File: config.mk
export PLATFORM = sky130hd
export DESIGN_NAME = muldiv_sequencer
export DESIGN_NICKNAME = d
export VERILOG_FILES = /design/src/rtl/muldiv_sequencer.sv
export SDC_FILE = /design/constraint.sdc
export NUM_CORES = 1
export LEC_CHECK = 0
export CAP_MARGIN = 40
export CORE_ASPECT_RATIO = 0.8
export CORE_MARGIN = 8
export CORE_UTILIZATION = 60
export DETAILED_ROUTE_END_ITERATION = 8
export PLACE_DENSITY_LB_ADDON = 0.08
export SLEW_MARGIN = 20
export SYNTH_ARGS = -nofsm -noshare
export SYNTH_HDL_FRONTEND = slang
export SYNTH_SLANG_ARGS = --single-unit
export TNS_END_PERCENT = 10
File: constraint.sdc
create_clock -name clk -period 8.4 [get_ports clk]
set_clock_uncertainty 0.15 [all_clocks]
set_input_delay 2.1 -clock clk [delete_from_list [all_inputs] [get_ports clk]]
set_output_delay 2.1 -clock clk [all_outputs]
set_load 0.005 [all_outputs]
File: src/rtl/muldiv_sequencer.sv
// rtl/muldiv_sequencer.sv - iterative signed multiply/divide sequencer feeding the Hi/Lo registers
// Optional MULDIV_EARLY_OUT_EN: multiply exits once the remaining multiplier bits are zero.
module muldiv_sequencer #(
  parameter int WIDTH = 32,
  parameter int CNT_W = 6
) (
  input  logic             clk,
  input  logic             reset,
  input  logic             start_mult,
  input  logic             start_div,
  input  logic [WIDTH-1:0] op_a,
  input  logic [WIDTH-1:0] op_b,
  output logic             busy,
  output logic             done,
  output logic             hilo_load,
  output logic [WIDTH-1:0] hi,
  output logic [WIDTH-1:0] lo,
  output logic             divby0flag
);

  typedef enum logic [2:0] {S_IDLE, S_MUL, S_DIV, S_FIX, S_DONE} state_t;

  state_t             r_state;
  state_t             w_next;
  logic [CNT_W-1:0]   r_cnt;
  logic [2*WIDTH-1:0] r_acc;
  logic [2*WIDTH-1:0] r_sh;
  logic [WIDTH-1:0]   r_q;
  logic [WIDTH-1:0]   r_rem;
  logic               r_neg_lo;
  logic               r_neg_hi;
  logic               r_is_div;
  logic               r_divby0;
  logic [WIDTH-1:0]   r_hi;
  logic [WIDTH-1:0]   r_lo;

  logic [WIDTH-1:0]   w_abs_a;
  logic [WIDTH-1:0]   w_abs_b;
  logic               w_last;
  logic [WIDTH:0]     w_rem_sh;
  logic [WIDTH:0]     w_trial;
  logic [2*WIDTH-1:0] w_prod;

  assign w_abs_a  = op_a[WIDTH-1] ? -op_a : op_a;
  assign w_abs_b  = op_b[WIDTH-1] ? -op_b : op_b;
  assign w_last   = (r_cnt == CNT_W'(WIDTH - 1));
  // Shifted remainder never exceeds WIDTH bits, so bit WIDTH of the trial is the borrow.
  assign w_rem_sh = {r_rem, r_q[WIDTH-1]};
  assign w_trial  = w_rem_sh - {1'b0, r_sh[WIDTH-1:0]};
  assign w_prod   = r_neg_lo ? -r_acc : r_acc;

  assign hi = r_hi;
  assign lo = r_lo;

  always_ff @(posedge clk or negedge reset) begin
    if (!reset) r_state <= S_IDLE;
    else        r_state <= w_next;
  end

  always_comb begin
    w_next     = r_state;
    busy       = 1'b0;
    done       = 1'b0;
    hilo_load  = 1'b0;
    divby0flag = 1'b0;
    case (r_state)
      S_IDLE: begin
        if (start_mult)     w_next = S_MUL;
        else if (start_div) w_next = (op_b == '0) ? S_DONE : S_DIV;
      end
      S_MUL: begin
        busy = 1'b1;
`ifdef MULDIV_EARLY_OUT_EN
        if (w_last || (r_q == '0)) w_next = S_FIX;
`else
        if (w_last) w_next = S_FIX;
`endif
      end
      S_DIV: begin
        busy = 1'b1;
        if (w_last) w_next = S_FIX;
      end
      S_FIX: begin
        busy   = 1'b1;
        w_next = S_DONE;
      end
      S_DONE: begin
        busy       = 1'b1;
        done       = 1'b1;
        hilo_load  = ~r_divby0;
        divby0flag = r_divby0;
        w_next     = S_IDLE;
      end
      default: w_next = S_IDLE;
    endcase
  end

  always_ff @(posedge clk or negedge reset) begin
    if (!reset) begin
      r_cnt    <= '0;
      r_acc    <= '0;
      r_sh     <= '0;
      r_q      <= '0;
      r_rem    <= '0;
      r_neg_lo <= 1'b0;
      r_neg_hi <= 1'b0;
      r_is_div <= 1'b0;
      r_divby0 <= 1'b0;
      r_hi     <= '0;
      r_lo     <= '0;
    end else begin
      case (r_state)
        S_IDLE: begin
          if (start_mult) begin
            r_acc    <= '0;
            r_sh     <= {{WIDTH{1'b0}}, w_abs_a};
            r_q      <= w_abs_b;
            r_neg_lo <= op_a[WIDTH-1] ^ op_b[WIDTH-1];
            r_is_div <= 1'b0;
            r_divby0 <= 1'b0;
            r_cnt    <= '0;
          end else if (start_div) begin
            r_rem    <= '0;
            r_q      <= w_abs_a;
            r_sh     <= {{WIDTH{1'b0}}, w_abs_b};
            r_neg_lo <= op_a[WIDTH-1] ^ op_b[WIDTH-1];
            r_neg_hi <= op_a[WIDTH-1];
            r_is_div <= 1'b1;
            r_divby0 <= (op_b == '0);
            r_cnt    <= '0;
          end
        end
        // Multiplicand moves left instead of the product moving right, so an
        // early exit leaves the accumulator already aligned.
        S_MUL: begin
          if (r_q[0]) r_acc <= r_acc + r_sh;
          r_sh  <= r_sh << 1;
          r_q   <= r_q >> 1;
          r_cnt <= r_cnt + CNT_W'(1);
        end
        S_DIV: begin
          if (w_trial[WIDTH]) begin
            r_rem <= w_rem_sh[WIDTH-1:0];
            r_q   <= {r_q[WIDTH-2:0], 1'b0};
          end else begin
            r_rem <= w_trial[WIDTH-1:0];
            r_q   <= {r_q[WIDTH-2:0], 1'b1};
          end
          r_cnt <= r_cnt + CNT_W'(1);
        end
        S_FIX: begin
          if (r_is_div) begin
            r_lo <= r_neg_lo ? -r_q : r_q;
            r_hi <= r_neg_hi ? -r_rem : r_rem;
          end else begin
            {r_hi, r_lo} <= w_prod;
          end
        end
        default: ;
      endcase
    end
  end

endmodule

## Yosys cells after proc, flatten, opt, wreduce, memory -nomap -nowiden

Index checks and enable logic that the tools add are counted.

| storage, ports and cells | value |
|---|---|
| register bits | 269 |
| input port bits | 68 |
| output and inout port bits | 68 |
| logic and storage cells | 90 |

| operators by class | value |
|---|---|
| $add $sub $neg | 8 |
| eq/ne operators | 11 |
| mux-type cells | 39 |
| bitwise logic cells | 3 |
| reduce and logical (&&, ||, !) cells | 17 |

Operator list:

| operator | count |
|---|---|
| $mux 32 | 11 |
| $mux 64 | 5 |
| $pmux 64 s2 | 2 |
| $neg 32->32 | 4 |
| $pmux 32 s3 | 1 |
| $add 64x64->64 | 1 |
| $neg 64->64 | 1 |
| $pmux 32 s2 | 1 |
| $sub 33x32->33 | 1 |
| $logic_not 32->1 | 1 |
| $mux 3 | 4 |
| $mux 6 | 2 |
| $pmux 6 s2 | 1 |
| $mux 1 | 11 |
| $reduce_and 2->1 | 5 |
| $pmux 3 s3 | 1 |
| $reduce_and 3->1 | 3 |
| $ne 2x2->1 const B | 4 |
| $reduce_bool 2->1 | 4 |
| $add 6x1->6 const B | 1 |
| $eq 3x2->1 const B | 2 |
| $eq 6x5->1 const B | 1 |
| $reduce_or 4->1 | 1 |
| $eq 3x1->1 const B | 1 |
| other kinds (8) | 9 |

## Depth between registers and ports, before layout

| logic depth | value |
|---|---|
| word-level depth | 5 |
| depth in mapped cells | 15 |
| gate-level depth less buffers | 13 |

## Least setup slack after synthesis

Ideal clock, no wire load.

| timing path | value |
|---|---|
| path kind | input -> register |
| start | input op_b[1] |
| end | register r_q[30] |
| setup time | 137 ps |
| data arrival time | 4729 ps |
| path slack | 3384 ps |
| stages | 11 |
| path buffers | 0 |
| cell sequence | inv_1 -> ha_1 -> or3b_2 -> or3_1 -> or2_1 -> or3b_1 -> o41ai_2 -> xor2_1 -> a211oi_1 -> a221oi_1 -> a21oi_1 |

| between the ends | value |
|---|---|
| cells in the longest elaborated chain, start to end | 4 |

RTL lines:

| item | RTL line | source |
|---|---|---|
| start: declaration | 12 | `input logic [WIDTH-1:0] op_b,` |
| $neg 32->32 | 45 | `assign w_abs_b = op_b[WIDTH-1] ? -op_b : op_b;` |
| $mux 32 | 45 |  |
| $mux 32 | 114 | `if (start_mult) begin` |
| $pmux 32 s3 | 112 | `case (r_state)` |
| end signal: assignment | 117 | `r_q <= w_abs_b;` |
| end signal: assignment | 124 | `r_q <= w_abs_a;` |
| end signal: assignment | 138 | `r_q <= r_q >> 1;` |
| end: declaration | 28 | `logic [WIDTH-1:0] r_q;` |

No other way between the ends.
A chain may end at the register's enable or synchronous reset.

## Final worst setup path

| timing path | value |
|---|---|
| start | input op_b[0] |
| end | register r_q[30] |

The elaborated chain is that of the path after synthesis.

==> impl.org <==
** Clock tree
- Clk buf depth :: 3
- H-Tree Depth :: 1
- TritonCTS clock tree :: built
- # hold bufs at CTS :: 0
- After clock tree synthesis, the repair step resized 0 gates.
- For the worst-skew pair, the clock arrives at the later sink with an insertion delay of 0.58 ns.
- Cell chosen for the clock root :: sky130_fd_sc_hd__clkbuf_16
- The clock drives ~270 sinks.
- Post-CTS setup-driven buffer insertion count :: 0
- Clock slew at the register clock pins of the worst setup and hold paths :: ~0.060 ns
- Clock tree synthesis inserted a total of 30 buffers.

** Power and ir drop
- Leak :: 10.5 nW
- In this run, the combinational gates consume 59.5% of the power.
- Sequential cell fraction of total power :: 26.4%
- Maximum resistive drop on vdd :: 421 uV
- Summing internal, switching and leakage power gives 10.5 mW.
- Internal power consumption :: 5.28 mW
- Switch Pwr :: 5.20 mW
- Share of total power in the clock network :: 14.1%
- Total power divided by cell area :: 432 nW/um2
- Net switching is 49.6% of the power.

** Die
- Placeable core region :: roughly 35000 um2
- The floorplan has 61 rows.
- Pin placement for this block handled approximately 140 I/O pins.
- Starting utilization of the core area :: 61.1%
- Measured along the x axis, the die boundary spans 227 um.
- Measured along the y axis, the die boundary spans 185 um.
- Die Outline Area :: 41800 um2

** Synth
- For this run, the number of Yosys warnings is 0.
- Portion of synthesized cell area occupied by the leading cell type :: 31.6%
- A synthesized cell averages slightly below 8 um2.
- Biggest area contributors in the synthesized netlist :: sky130_fd_sc_hd__dfrtp_1 (32%), sky130_fd_sc_hd__o21ai_0 (8.9%), sky130_fd_sc_hd__nand2_1 (6.9%)
- Summed over all instances, the cell type with the most area after synthesis is sky130_fd_sc_hd__dfrtp_1.
- The commonest cells after synthesis are sky130_fd_sc_hd__nand2_1 (393), sky130_fd_sc_hd__o21ai_0 (381), sky130_fd_sc_hd__dfrtp_1 (269).
- For this run, asynchronously set or reset flops after synthesis account for 100%.
- The most used flip-flop cell after synthesis is sky130_fd_sc_hd__dfrtp_1.
- Post-synthesis cell count :: between 2000 and 3000
- The most common cell in the synthesized netlist is sky130_fd_sc_hd__nand2_1.
- Number of unique standard cell types used by synthesis :: 80
- Post-Synthesis Net Count :: 2882
- Proportion of synthesized chip area in sequential cells :: 31.6%
- Count of flip-flops with a built-in enable after synthesis :: 0
- Synthesis inferred 269 register bits.
- In this run the cell area of the synthesized design comes to 21300 um2.

** Finish
- Of the cells placed in the final design, the portion with a size suffix greater than 1 is about 4.6%.
- Once layout is complete, the utilization of the core stands at a little over two thirds.
- Synth-to-Final Area Change :: 13.8%
- Number of fill cells :: 2900
- For this run, the number of standard cells in the final layout without fillers is 3255.
- Nets :: between 2000 and 3000

** STA
- Final Max Slew Viols :: 0
- Relative max-transition margin :: 40.7%
- Setup repair after global routing left no endpoint under its margin.
- For the finished layout, the period the worst path requires is 5.26 ns.
- Adding up every negative setup slack in the final design gives 0 ns.
- The number of hold violations in the final report is 0.
- Endpoints failing setup :: 0
- After layout, the worst path uses 62.6% of the clock period.
- Pin slew with the least headroom to its limit :: around 0.88 ns
- FMAX :: 0.190 GHz
- Post-Route Hold Slack :: 0.328 ns

** Global route
- Summed over all layers, the global routing overflow is 0.
- The first global-routing pass estimated 113 mm of wire.
- Antenna violations before repair :: 6
- Global routing used 33.9% of the available tracks across all layers.
- Pin count of the biggest net entering global routing :: 96
- Vias in the first global route :: 19700

** Outcome
- Run status :: complete, no violations

** Place
- Once placement completed, the tool counted placed cells totaling ~3200.
- Post-DP HPWL :: about 54 mm
- Final weighted congestion of routability-driven global placement :: 1.00
- During placement, the flow inserted port buffers numbering 135.

** Flow run
- Across the run, the number of max-cap violations was 0.

** Hold path
- Worst min-delay path category :: register to register

** Drt
- Remaining number of nets flagged by the antenna check after routing :: 0
- The first TritonRoute pass finished after 6 iterations.
- Final wirelength :: 72.7 mm
- Vias per std cell :: 6.55
- For this run, design rule violations remaining after detail routing come to 0.
- First DRT Iteration DRCs :: 2656
- Wire length per cell after detailed routing :: roughly 22 um
- For this block, the via count after detailed routing is roughly 21000.

** Critical path
- Crit end category :: register
- STA classifies the critical path startpoint as an input port.
- Critical path required time :: a little under 9 ns
- Critical path peak fanout :: 5
- Data on the critical path arrives at its endpoint at about 5.6 ns.
- The setup path with the least slack is of type input port to register.
-- critical path, stage by stage --
cell and delay [ns]:
sky130_fd_sc_hd__clkdlybuf4s50_1 0.48, sky130_fd_sc_hd__inv_1 0.09, sky130_fd_sc_hd__ha_1 0.17, sky130_fd_sc_hd__or3b_2 0.51, sky130_fd_sc_hd__or3_1 0.43, sky130_fd_sc_hd__or2_1 0.32
sky130_fd_sc_hd__or3b_1 0.47, sky130_fd_sc_hd__o41ai_2 0.35, sky130_fd_sc_hd__xor2_1 0.21, sky130_fd_sc_hd__a211oi_1 0.09, sky130_fd_sc_hd__a221oi_1 0.23, sky130_fd_sc_hd__a21oi_1 0.10
-- per-stage QoR --
stage	setup slack, ns	area, um2
finish	3.14	24200
global route	2.92	24200
CTS	3.17	24100
detailed placement	2.60	23000
global placement	2.59	22900
floorplan	3.38	21300
-- area by class of cell --
cell class / count / area (um2) / area share [%]
tap: 472 / 591 / 2.44
timing repair buffer: 169 / 1780 / 7.35
clock inverter: 12 / 194 / 0.800
sequential: 269 / 6740 / 27.8
clock buffer: 44 / 905 / 3.73
antenna: 5 / 12.5 / 0.0516
multi-input combinational: 2206 / 13700 / 56.6
inverter: 78 / 293 / 1.21
-- final timing paths --
kind,start,slack [ns],to,cells after the start
min in group asynchronous,reset,1.37,r_acc[14],1
max in group asynchronous,reset,5.62,r_acc[48],2
hold reg to reg,lo[25],0.33,lo[25],2
hold / removal,lo[25],0.33,lo[25],2
setup reg to reg,r_q[31],3.67,r_rem[28],14
setup / recovery,op_b[0],3.14,r_q[30],12
-- power by group through the flow --
stage                     registers [mW]  clock network (mW)  logic, mW
after detailed placement            2.72                   0       6.07
after floorplan                     2.23                   0       4.50
after CTS                           2.70                1.49       6.12
after global placement              2.74                   0       5.78
after global routing                2.80                1.54       6.83
final                               2.77                1.48       6.23
-- kinds of logic (layout without fill, tap and decap cells) --
| family | after synthesis | count (layout) | synth area share [%] |
|---|---|---|---|
| AOI/OAI and AO/OA | 947 | 947 | 27.1 |
| buffers and inverters | 236 | 303 | 4.20 |
| adders and majority gates | 103 | 103 | 6.12 |
| other | 0 | 5 | 0 |
| DFF | 269 | 269 | 31.6 |
| muxes | 36 | 36 | 1.76 |
| and+or+nand+nor | 870 | 870 | 18.9 |
| xor gates and xnor gates | 250 | 250 | 10.3 |
-- routing by layer --
layer | global-route usage (%) | vias up | routed length (um)
met5 | 0 | - | 27
met4 | 9.93 | 4 | 2020
met3 | 6.93 | 145 | 8320
met2 | 50.7 | 1108 | 31200
met1 | 49.1 | 10200 | 31100
li1 | - | 9843 | -
-- cell usage in the layout, fill, tap and decap left out, types with 21 or more instances in the layout --
master / n
sky130_fd_sc_hd__ha_1: 101
sky130_fd_sc_hd__or3_1: 36
sky130_fd_sc_hd__mux2i_1: 34
sky130_fd_sc_hd__clkbuf_16: 31
sky130_fd_sc_hd__xor2_1: 103
sky130_fd_sc_hd__a211oi_1: 24
sky130_fd_sc_hd__dfrtp_1: 267
sky130_fd_sc_hd__and3_1: 25
sky130_fd_sc_hd__nand2_1: 393
sky130_fd_sc_hd__nor3_1: 50
sky130_fd_sc_hd__o41ai_1: 21
sky130_fd_sc_hd__or4_1: 23
sky130_fd_sc_hd__inv_1: 78
sky130_fd_sc_hd__a22oi_1: 42
sky130_fd_sc_hd__clkdlybuf4s50_1: 133
sky130_fd_sc_hd__o21ai_0: 380
sky130_fd_sc_hd__nand3_1: 34
sky130_fd_sc_hd__o31ai_1: 61
sky130_fd_sc_hd__xnor2_1: 147
sky130_fd_sc_hd__nor2_1: 178
sky130_fd_sc_hd__a21o_1: 76
sky130_fd_sc_hd__a21oi_1: 194
-- registers in the layout, summed over array words and instances (netlist names) --
register  cells
r_q          32
r_sh         64
r_is_div      1
r_neg_lo      1
r_neg_hi      1
r_cnt         6
r_state       3
lo           32
hi           32
r_acc        64
r_divby0      1
r_rem        32
Power figures use the tool's default switching activity.
